<file path="config.mk">
export PLATFORM = sky130hd
export DESIGN_NAME = mux_nto1_rr
export DESIGN_NICKNAME = d
export VERILOG_FILES = /design/src/rtl/mux_pkg.sv /design/src/rtl/rr_pick.sv /design/src/rtl/mux_nto1_rr.sv
export SDC_FILE = /design/constraint.sdc
export NUM_CORES = 1
export LEC_CHECK = 0
export BUFFER_PORTS_ARGS = -buffer_cell sky130_fd_sc_hd__buf_2
export CAP_MARGIN = 15
export CORE_ASPECT_RATIO = 1.25
export CORE_MARGIN = 3
export CORE_UTILIZATION = 45
export CTS_CLUSTER_DIAMETER = 150
export DETAILED_ROUTE_END_ITERATION = 10
export HOLD_SLACK_MARGIN = 0.03
export PLACE_DENSITY = 0.84
export SLEW_MARGIN = 20
export SYNTH_ARGS = -nofsm -noshare
export SYNTH_HDL_FRONTEND = slang
export SYNTH_HIERARCHICAL = 1
export SYNTH_SLANG_ARGS = --single-unit
</file>
<file path="constraint.sdc">
create_clock -name clk -period 3.3 [get_ports clk]
set_clock_uncertainty 0.05 [all_clocks]
set_input_delay 0.66 -clock clk [delete_from_list [all_inputs] [get_ports clk]]
set_output_delay 0.66 -clock clk [all_outputs]
set_load 0.005 [all_outputs]
</file>
<file path="src/rtl/mux_pkg.sv">
// Shared constants and helpers for the N-to-1 round-robin channel multiplexer.
package mux_pkg;

  localparam logic MODE_FIXED = 1'b0;
  localparam logic MODE_RR    = 1'b1;

  // Lowest bit position of channel k inside a packed N*W data bus.
  function automatic int unsigned chan_lo(input int unsigned k, input int unsigned w);
    return k * w;
  endfunction

endpackage

</file>
<file path="src/rtl/rr_pick.sv">
// Combinational round-robin search: first valid channel after ptr, wrapping modulo N.
module rr_pick
  import mux_pkg::*;
#(
  parameter int unsigned N  = 4,
  parameter int unsigned SW = $clog2(N)
) (
  input  logic [N-1:0]  v,
  input  logic [SW-1:0] ptr,
  output logic          found,
  output logic [SW-1:0] idx
);

  int unsigned k;

  // Offsets 1..N visit ptr+1 first and ptr itself last.
  always_comb begin
    found = 1'b0;
    idx   = '0;
    k     = 0;
    for (int unsigned o = 1; o <= N; o++) begin
      k = (32'(ptr) + o) % N;
      if (!found && v[SW'(k)]) begin
        found = 1'b1;
        idx   = SW'(k);
      end
    end
  end

endmodule

</file>
<file path="src/rtl/mux_nto1_rr.sv">
// N-to-1 channel mux with fixed-select or round-robin arbitration and a one-entry output buffer.
// Optional feature: define MUX_PARITY_EN to add the registered y_par output.
module mux_nto1_rr
  import mux_pkg::*;
#(
  parameter  int unsigned N  = 4,
  parameter  int unsigned W  = 8,
  localparam int unsigned SW = $clog2(N)
) (
  input  logic           clk,
  input  logic           rst,
  input  logic [N*W-1:0] I,
  input  logic [N-1:0]   v,
  input  logic [SW-1:0]  s,
  input  logic           mode,
  input  logic           rdy,
  output logic [N-1:0]   ack,
  output logic [W-1:0]   y,
  output logic           y_vld,
`ifdef MUX_PARITY_EN
  output logic           y_par,
`endif
  output logic [SW-1:0]  gnt
);

  logic [SW-1:0] ptr_q, ptr_d;
  logic [W-1:0]  y_q, y_d;
  logic          y_vld_q, y_vld_d;
  logic [SW-1:0] gnt_q, gnt_d;
`ifdef MUX_PARITY_EN
  logic          par_q, par_d;
`endif

  logic          rr_found;
  logic [SW-1:0] rr_idx;
  logic          cand;
  logic [SW-1:0] cidx;
  logic          ld_ok;
  logic          load;
  logic [W-1:0]  sel_word;

  rr_pick #(
    .N  (N),
    .SW (SW)
  ) u_pick (
    .v     (v),
    .ptr   (ptr_q),
    .found (rr_found),
    .idx   (rr_idx)
  );

  // Candidate selection; an out-of-range fixed select yields no candidate.
  always_comb begin
    cand = 1'b0;
    cidx = '0;
    if (mode == MODE_FIXED) begin
      if (32'(s) < N) begin
        cand = v[s];
        cidx = s;
      end
    end else begin
      cand = rr_found;
      cidx = rr_idx;
    end
  end

  assign ld_ok    = !y_vld_q || rdy;
  assign load     = !rst && ld_ok && cand;
  assign ack      = load ? (N'(1) << cidx) : '0;
  assign sel_word = I[chan_lo(32'(cidx), W) +: W];

  // Output buffer next state: load wins, otherwise a consumed word empties the buffer.
  always_comb begin
    ptr_d   = ptr_q;
    y_d     = y_q;
    y_vld_d = y_vld_q;
    gnt_d   = gnt_q;
`ifdef MUX_PARITY_EN
    par_d   = par_q;
`endif
    if (load) begin
      y_d     = sel_word;
      gnt_d   = cidx;
      y_vld_d = 1'b1;
`ifdef MUX_PARITY_EN
      par_d   = ^sel_word;
`endif
      if (mode == MODE_RR) begin
        ptr_d = cidx;
      end
    end else if (rdy) begin
      y_vld_d = 1'b0;
    end
  end

  always_ff @(posedge clk) begin
    if (rst) begin
      ptr_q   <= SW'(N - 1);
      y_q     <= '0;
      y_vld_q <= 1'b0;
      gnt_q   <= '0;
`ifdef MUX_PARITY_EN
      par_q   <= 1'b0;
`endif
    end else begin
      ptr_q   <= ptr_d;
      y_q     <= y_d;
      y_vld_q <= y_vld_d;
      gnt_q   <= gnt_d;
`ifdef MUX_PARITY_EN
      par_q   <= par_d;
`endif
    end
  end

  assign y     = y_q;
  assign y_vld = y_vld_q;
  assign gnt   = gnt_q;
`ifdef MUX_PARITY_EN
  assign y_par = par_q;
`endif

endmodule

</file>
# Yosys cells after proc, flatten, opt, wreduce, memory -nomap -nowiden
# Index checks and enable logic that the tools add are counted.
# Widths: inputs -> output; s select.
[totals] in_bits=42 regBits=13 output_inout_bits=15 wordCells=51
[op_classes] reduce_logical=13 n_shift=2 n_mux=23 n_addsub=4 order_cmp=5
[ops] op="$shiftx 32x6->8" count=1
[ops] op="$lt 2x3->1 const B" count=5
[ops] op="$mux 1" count=12
[ops] op="$bmux 1 s2" count=5
[ops] op="$mux 2" count=5
[ops] op="$logic_and 1x1->1" count=5
[ops] op="$logic_not 1->1" count=5
[ops] op="$add 2x1->2 const B" count=2
[ops] op="$add 2x2->2 const B" count=2
[ops] op="$mux 4" count=1
[ops] op="$shl 1x2->4 const A" count=1
[ops] op="$reduce_and 2->1" count=1
[ops] op="$reduce_bool 2->1" count=1
[ops] op="$logic_or 1x1->1" count=1

# Longest topological paths before layout
[depth] ltp_word=16 ltp_mapped=8 depth_no_buf=7

# By module
# Netlist, hierarchy kept.
[by_module_without_submodules] module="mux_nto1_rr" cells_per_inst=79 area_per_inst_um2=825.8 instances=1
[by_module_without_submodules] module="rr_pick" cells_per_inst=14 area_per_inst_um2=91.3 instances=1

# Worst setup path before layout
# No wires, ideal clock.
[synth_timing] path_type="input port to output port" from="input v[2]" to="output ack[0]" arrival_ns=1.760 stages=6 path_slack_ns=0.830 path_cell_list="and2b_1 a21oi_2 o221ai_2 mux2i_2 buf_6 and4_2"
[synth_via] elab_chain_cells=15 elab_cells_between_ends=29 cone_classes="shift (1); mux (21); reduce/logical (7)"
[synth_rtl] item="from (decl)" line="mux_nto1_rr.sv:13" rtl="input logic [N-1:0] v,"
[synth_rtl] item="$bmux 1 s2" line="rr_pick.sv:23" rtl="if (!found && v[SW'(k)]) begin"
[synth_rtl] item="$mux 1 (implied by the code)" line="rr_pick.sv:23"
[synth_rtl] item="$mux 1" line="rr_pick.sv:23"
[synth_rtl] item="$logic_not 1->1" line="rr_pick.sv:23"
[synth_rtl] item="$logic_and 1x1->1" line="rr_pick.sv:23"
[synth_rtl] item="$mux 1" line="rr_pick.sv:23"
[synth_rtl] item="$logic_not 1->1" line="rr_pick.sv:23"
[synth_rtl] item="$logic_and 1x1->1" line="rr_pick.sv:23"
[synth_rtl] item="$mux 1" line="rr_pick.sv:23"
[synth_rtl] item="$logic_not 1->1" line="rr_pick.sv:23"
[synth_rtl] item="$logic_and 1x1->1" line="rr_pick.sv:23"
[synth_rtl] item="$mux 2 *" line="rr_pick.sv:23"
[synth_rtl] item="net rr_idx[0]" line="mux_nto1_rr.sv:35" rtl="logic [SW-1:0] rr_idx;"
[synth_rtl] item="$mux 2 *" line="mux_nto1_rr.sv:56" rtl="if (mode == MODE_FIXED) begin"
[synth_rtl] item="$shl 1x2->4 *" line="mux_nto1_rr.sv:69" rtl="assign ack = load ? (N'(1) << cidx) : '0;"
[synth_rtl] item="$mux 4 *" line="mux_nto1_rr.sv:69"
[synth_rtl] item="to (decl)" line="mux_nto1_rr.sv:17" rtl="output logic [N-1:0] ack,"
# The timed path passes the listed nets; every way through them passes the cells marked *. The select of a mux whose other input is x is not followed.

# Final worst setup path
[layout_timing] from="input mode" to="output ack[2]"
[layout_via] elab_chain_cells=3 elab_cells_between_ends=5 cone_classes="shift (1); mux (3); reduce/logical (1)"
[layout_rtl] item="from (decl)" line="mux_nto1_rr.sv:15" rtl="input logic mode,"
[layout_rtl] item="$mux 2 or $mux 1 (tied branches)" line="mux_nto1_rr.sv:56"
[layout_rtl] item="$shl 1x2->4 or $logic_and 1x1->1 (tied branches)" line="mux_nto1_rr.sv:69, mux_nto1_rr.sv:68"
[layout_rtl] item="$mux 4 *" line="mux_nto1_rr.sv:69"
# Mark *: on every way between the ends. The rest lies on a longest branch, timed or not.

==> PnR_summary.wiki <==
{| class="wikitable"
! Metric !! Value
|-
| Share of the clock period used by the worst path || between 80% and 90%
|-
| Overall die height || 56.5 um
|-
| Number of enable-type register cells in the synthesized netlist || 0
|-
| Run status || completed
|-
| Setup Buffers After CTS || 0
|-
| Net total in the final layout || 193
|-
| Critical path arrival || 2010 ps
|-
| Area taken by multi-input logic gates || 613 um2
|-
| CP required || 2590 ps
|-
| Worst path depth || 6
|-
| Total number of placement rows || 17
|-
| Final worst hold slack || 425 ps
|-
| Final weighted congestion of routability-driven global placement || 0.786
|-
| Actual transition at the worst max-transition pin || around 350 ps
|-
| Clock insertion delay at the later pin of the skew report || 280 ps
|-
| Delay of the slowest critical-path stage || 340 ps
|-
| Post-placement cell count || 165
|-
| Headroom to the max-slew limit || 75.8%
|-
| Final routed wirelength across all metal layers || around 2400 um
|-
| X dimension of the die || 46.4 um
|-
| Die outline area || 2620 um2
|-
| Shortest clock period the worst path allows after layout || roughly 2700 ps
|-
| P_leak || approximately 0.59 nW
|-
| Total nets after synthesis || 135
|-
| Number of gates resized after cts || 0
|-
| Area grow syn2layout || 34.9%
|-
| Bufs on Longest Clock Path || 2
|-
| Top_reg_cell synth || sky130_fd_sc_hd__dfxtp_1
|-
| Congestion Overflow GR || 0
|-
| TritonCTS clock tree || yes
|-
| Root cell of the clock tree || sky130_fd_sc_hd__clkbuf_4
|-
| Worst VDD drop || 162 uV
|-
| Count of buffer and inverter cells on the critical path || 2
|-
| Number of diodes added for antenna fixing || 0
|-
| Number of nets with antenna violations after detailed routing || 0
|-
| Routed wire per std cell || 14.5 um
|-
| Cell count after synthesis || 93
|-
| Core occupancy in the finished layout || 66.9%
|-
| 1st-iter DRT viols || 22
|-
| Synth top area share || 28.4%
|-
| Element type at the critical path end || output port
|-
| Flip-flop and latch count after synthesis || 13
|-
| Register Area || 260 um2
|-
| Number of clock buffers inserted by TritonCTS || 3
|-
| Class of the most critical hold timing path || register to register
|-
| CP Launch Type || input pin
|-
| Clk sinks || 13
|-
| Final hold violation count || 0
|-
| Layout filler cell count || between 150 and 200
|-
| Type of the setup path with the least slack || input pin to output port
|-
| Overall via count from detail_route || 999
|-
| Share of flip-flops with an asynchronous set or reset || 0%
|-
| Wire length of the first global-routing pass || between 3000 and 4000 um
|-
| Remaining design rule violation count || 0
|-
| CTS H-tree lvls || 1
|-
| Initial core utilization || approximately half
|-
| Fraction of layout instances using a drive strength above 1 || about half
|-
| Part of the Yosys area used for sequential elements || between 20% and 30%
|-
| Non-Filler Instances || 169
|-
| Half-perimeter wire length of the detailed placement result || just over 2000 um
|-
| Worst Reg-to-Reg Cells || 7
|-
| Buffers on Ports || 56
|-
| Post-synthesis instance area || 917 um2
|-
| Number of setup violations in the final report || 0
|-
| Boundary Pins || 57
|-
| Cell taking the most area after synthesis || sky130_fd_sc_hd__dfxtp_1
|-
| Hold buffer count at CTS || 0
|-
| Placeable core region || 1850 um2
|-
| Largest delay contributor family on the critical path || simple AND/OR/NAND/NOR gates
|-
| Synthesis warning total || 6
|-
| Final max-slew violation count || 0
|-
| Post-detailed-route via-to-cell ratio || 5.91
|-
| Total track usage || 20.0%
|-
| Cell Pwr Density || 342 nW/um2
|-
| Slowest cell on the critical path || sky130_fd_sc_hd__o221a_2
|-
| RSZ-0062 raised after global routing || false
|-
| Hold-critical path depth || 2
|-
| Number of antenna violations at the first check in global routing || 0
|-
| Largest fanout on the critical path || 11
|-
| Length of the first detailed-routing pass in iterations || 6
|-
| Most common cell on crit path || sky130_fd_sc_hd__buf_2
|-
| Top cells by area, synth || sky130_fd_sc_hd__dfxtp_1 (28%), sky130_fd_sc_hd__mux4_1 (11%), sky130_fd_sc_hd__mux4_2 (9.8%)
|-
| Max-cap violations || 0
|-
| Max frequency || 367 MHz
|-
| Synth unique cells || 31
|-
| Setup total negative slack || 0 ps
|-
| CTS clock-pin slew for the worst setup and hold paths || 70 ps
|-
| Number of global-route vias before repair || 925
|-
| Cell-by-cell listing of the critical path || buf_2 > or2_2 > o221a_2 > nor3_1 > and2_2 > buf_2
|-
| Pin count of the biggest net entering global routing || 15
|-
| Post-synthesis average cell area || between 9 and 10 um2
|}
## metrics by stage
step                worst slack, ps  area (um2)  power, mW
floorplan                       830         917      0.273
global route                    468        1240      0.447
global placement                620        1210      0.323
detailed placement              587        1210      0.329
finish                          577        1240      0.423
CTS                             584        1240      0.426
## placed cells by master, fill, tap and decap left out, drive strengths merged
cell,instances
dfxtp,13
nand3,8
o21ai,10
and2,2
clkbuf,4
and2b,1
buf,59
o221a,1
a31oi,1
mux2i,5
nand2b,5
nor2,2
o221ai,2
o311ai,2
nor3b,1
a31o,2
mux4,8
nand2,4
nor3,3
or2,1
a21oi,12
inv,3
and4,1
## worst reg2reg max path, stage by stage (launching register included)
cell,delay (ps)
sky130_fd_sc_hd__dfxtp_1,430
sky130_fd_sc_hd__mux2i_1,280
sky130_fd_sc_hd__o221ai_2,140
sky130_fd_sc_hd__mux2i_2,240
sky130_fd_sc_hd__buf_4,220
sky130_fd_sc_hd__mux4_1,570
sky130_fd_sc_hd__nand3_1,120
sky130_fd_sc_hd__a21oi_1,70
## area by class of cell
class | instances | share of cell area, %
inverter | 3 | 0.910
clock buffer | 4 | 2.12
sequential | 13 | 21.0
timing repair buffer | 59 | 24.5
tap | 19 | 1.92
multi-input combinational | 71 | 49.5
## Yosys cell counts (2+ instances only)
library cell / instances
sky130_fd_sc_hd__nand2b_1: 4
sky130_fd_sc_hd__mux4_1: 4
sky130_fd_sc_hd__clkbuf_1: 3
sky130_fd_sc_hd__mux4_2: 4
sky130_fd_sc_hd__mux2i_1: 4
sky130_fd_sc_hd__nand3_1: 8
sky130_fd_sc_hd__nor2_1: 2
sky130_fd_sc_hd__a21oi_1: 11
sky130_fd_sc_hd__inv_1: 3
sky130_fd_sc_hd__nor3_1: 3
sky130_fd_sc_hd__o311ai_0: 2
sky130_fd_sc_hd__dfxtp_1: 13
sky130_fd_sc_hd__buf_2: 2
sky130_fd_sc_hd__nand2_1: 4
sky130_fd_sc_hd__o21ai_0: 10
## cells by family (layout without fill, tap and decap cells)
group,Yosys count,after routing,synth area share [%]
AOI/OAI and AO/OA,30,30,22.6
and+or+nand+nor,28,28,17.1
muxes,13,13,27.1
DFF,13,13,28.4
buffers and inverters,9,66,4.77
## final timing paths
kind,start,to,slack [ps]
worst max-delay path,mode,ack[2],580
worst min-delay path,y[6],y[6],420
worst max register to register,ptr_q[1],y[4],1090
worst min register to register,y[6],y[6],420
## report_power, final
part	internal, mW	switching (mW)
sequential	0.170	0.00727
clock	0.0470	0.0513
combinational	0.0795	0.0685
## flip-flops by register name (all words and copies together) (netlist names)
register	cells
ptr_q	2
y_vld	1
y	8
gnt	2
## layer usage
metal / vias to the layer above / track usage (%) / share of wire, %
li1: 480 / - / -
met1: 452 / 23.5 / 38
met2: 56 / 30.5 / 50
met3: 11 / 4.17 / 7.2
met4: 0 / 14.6 / 4.6
met5: - / 0 / 0
Power figures use the tool's default switching activity.
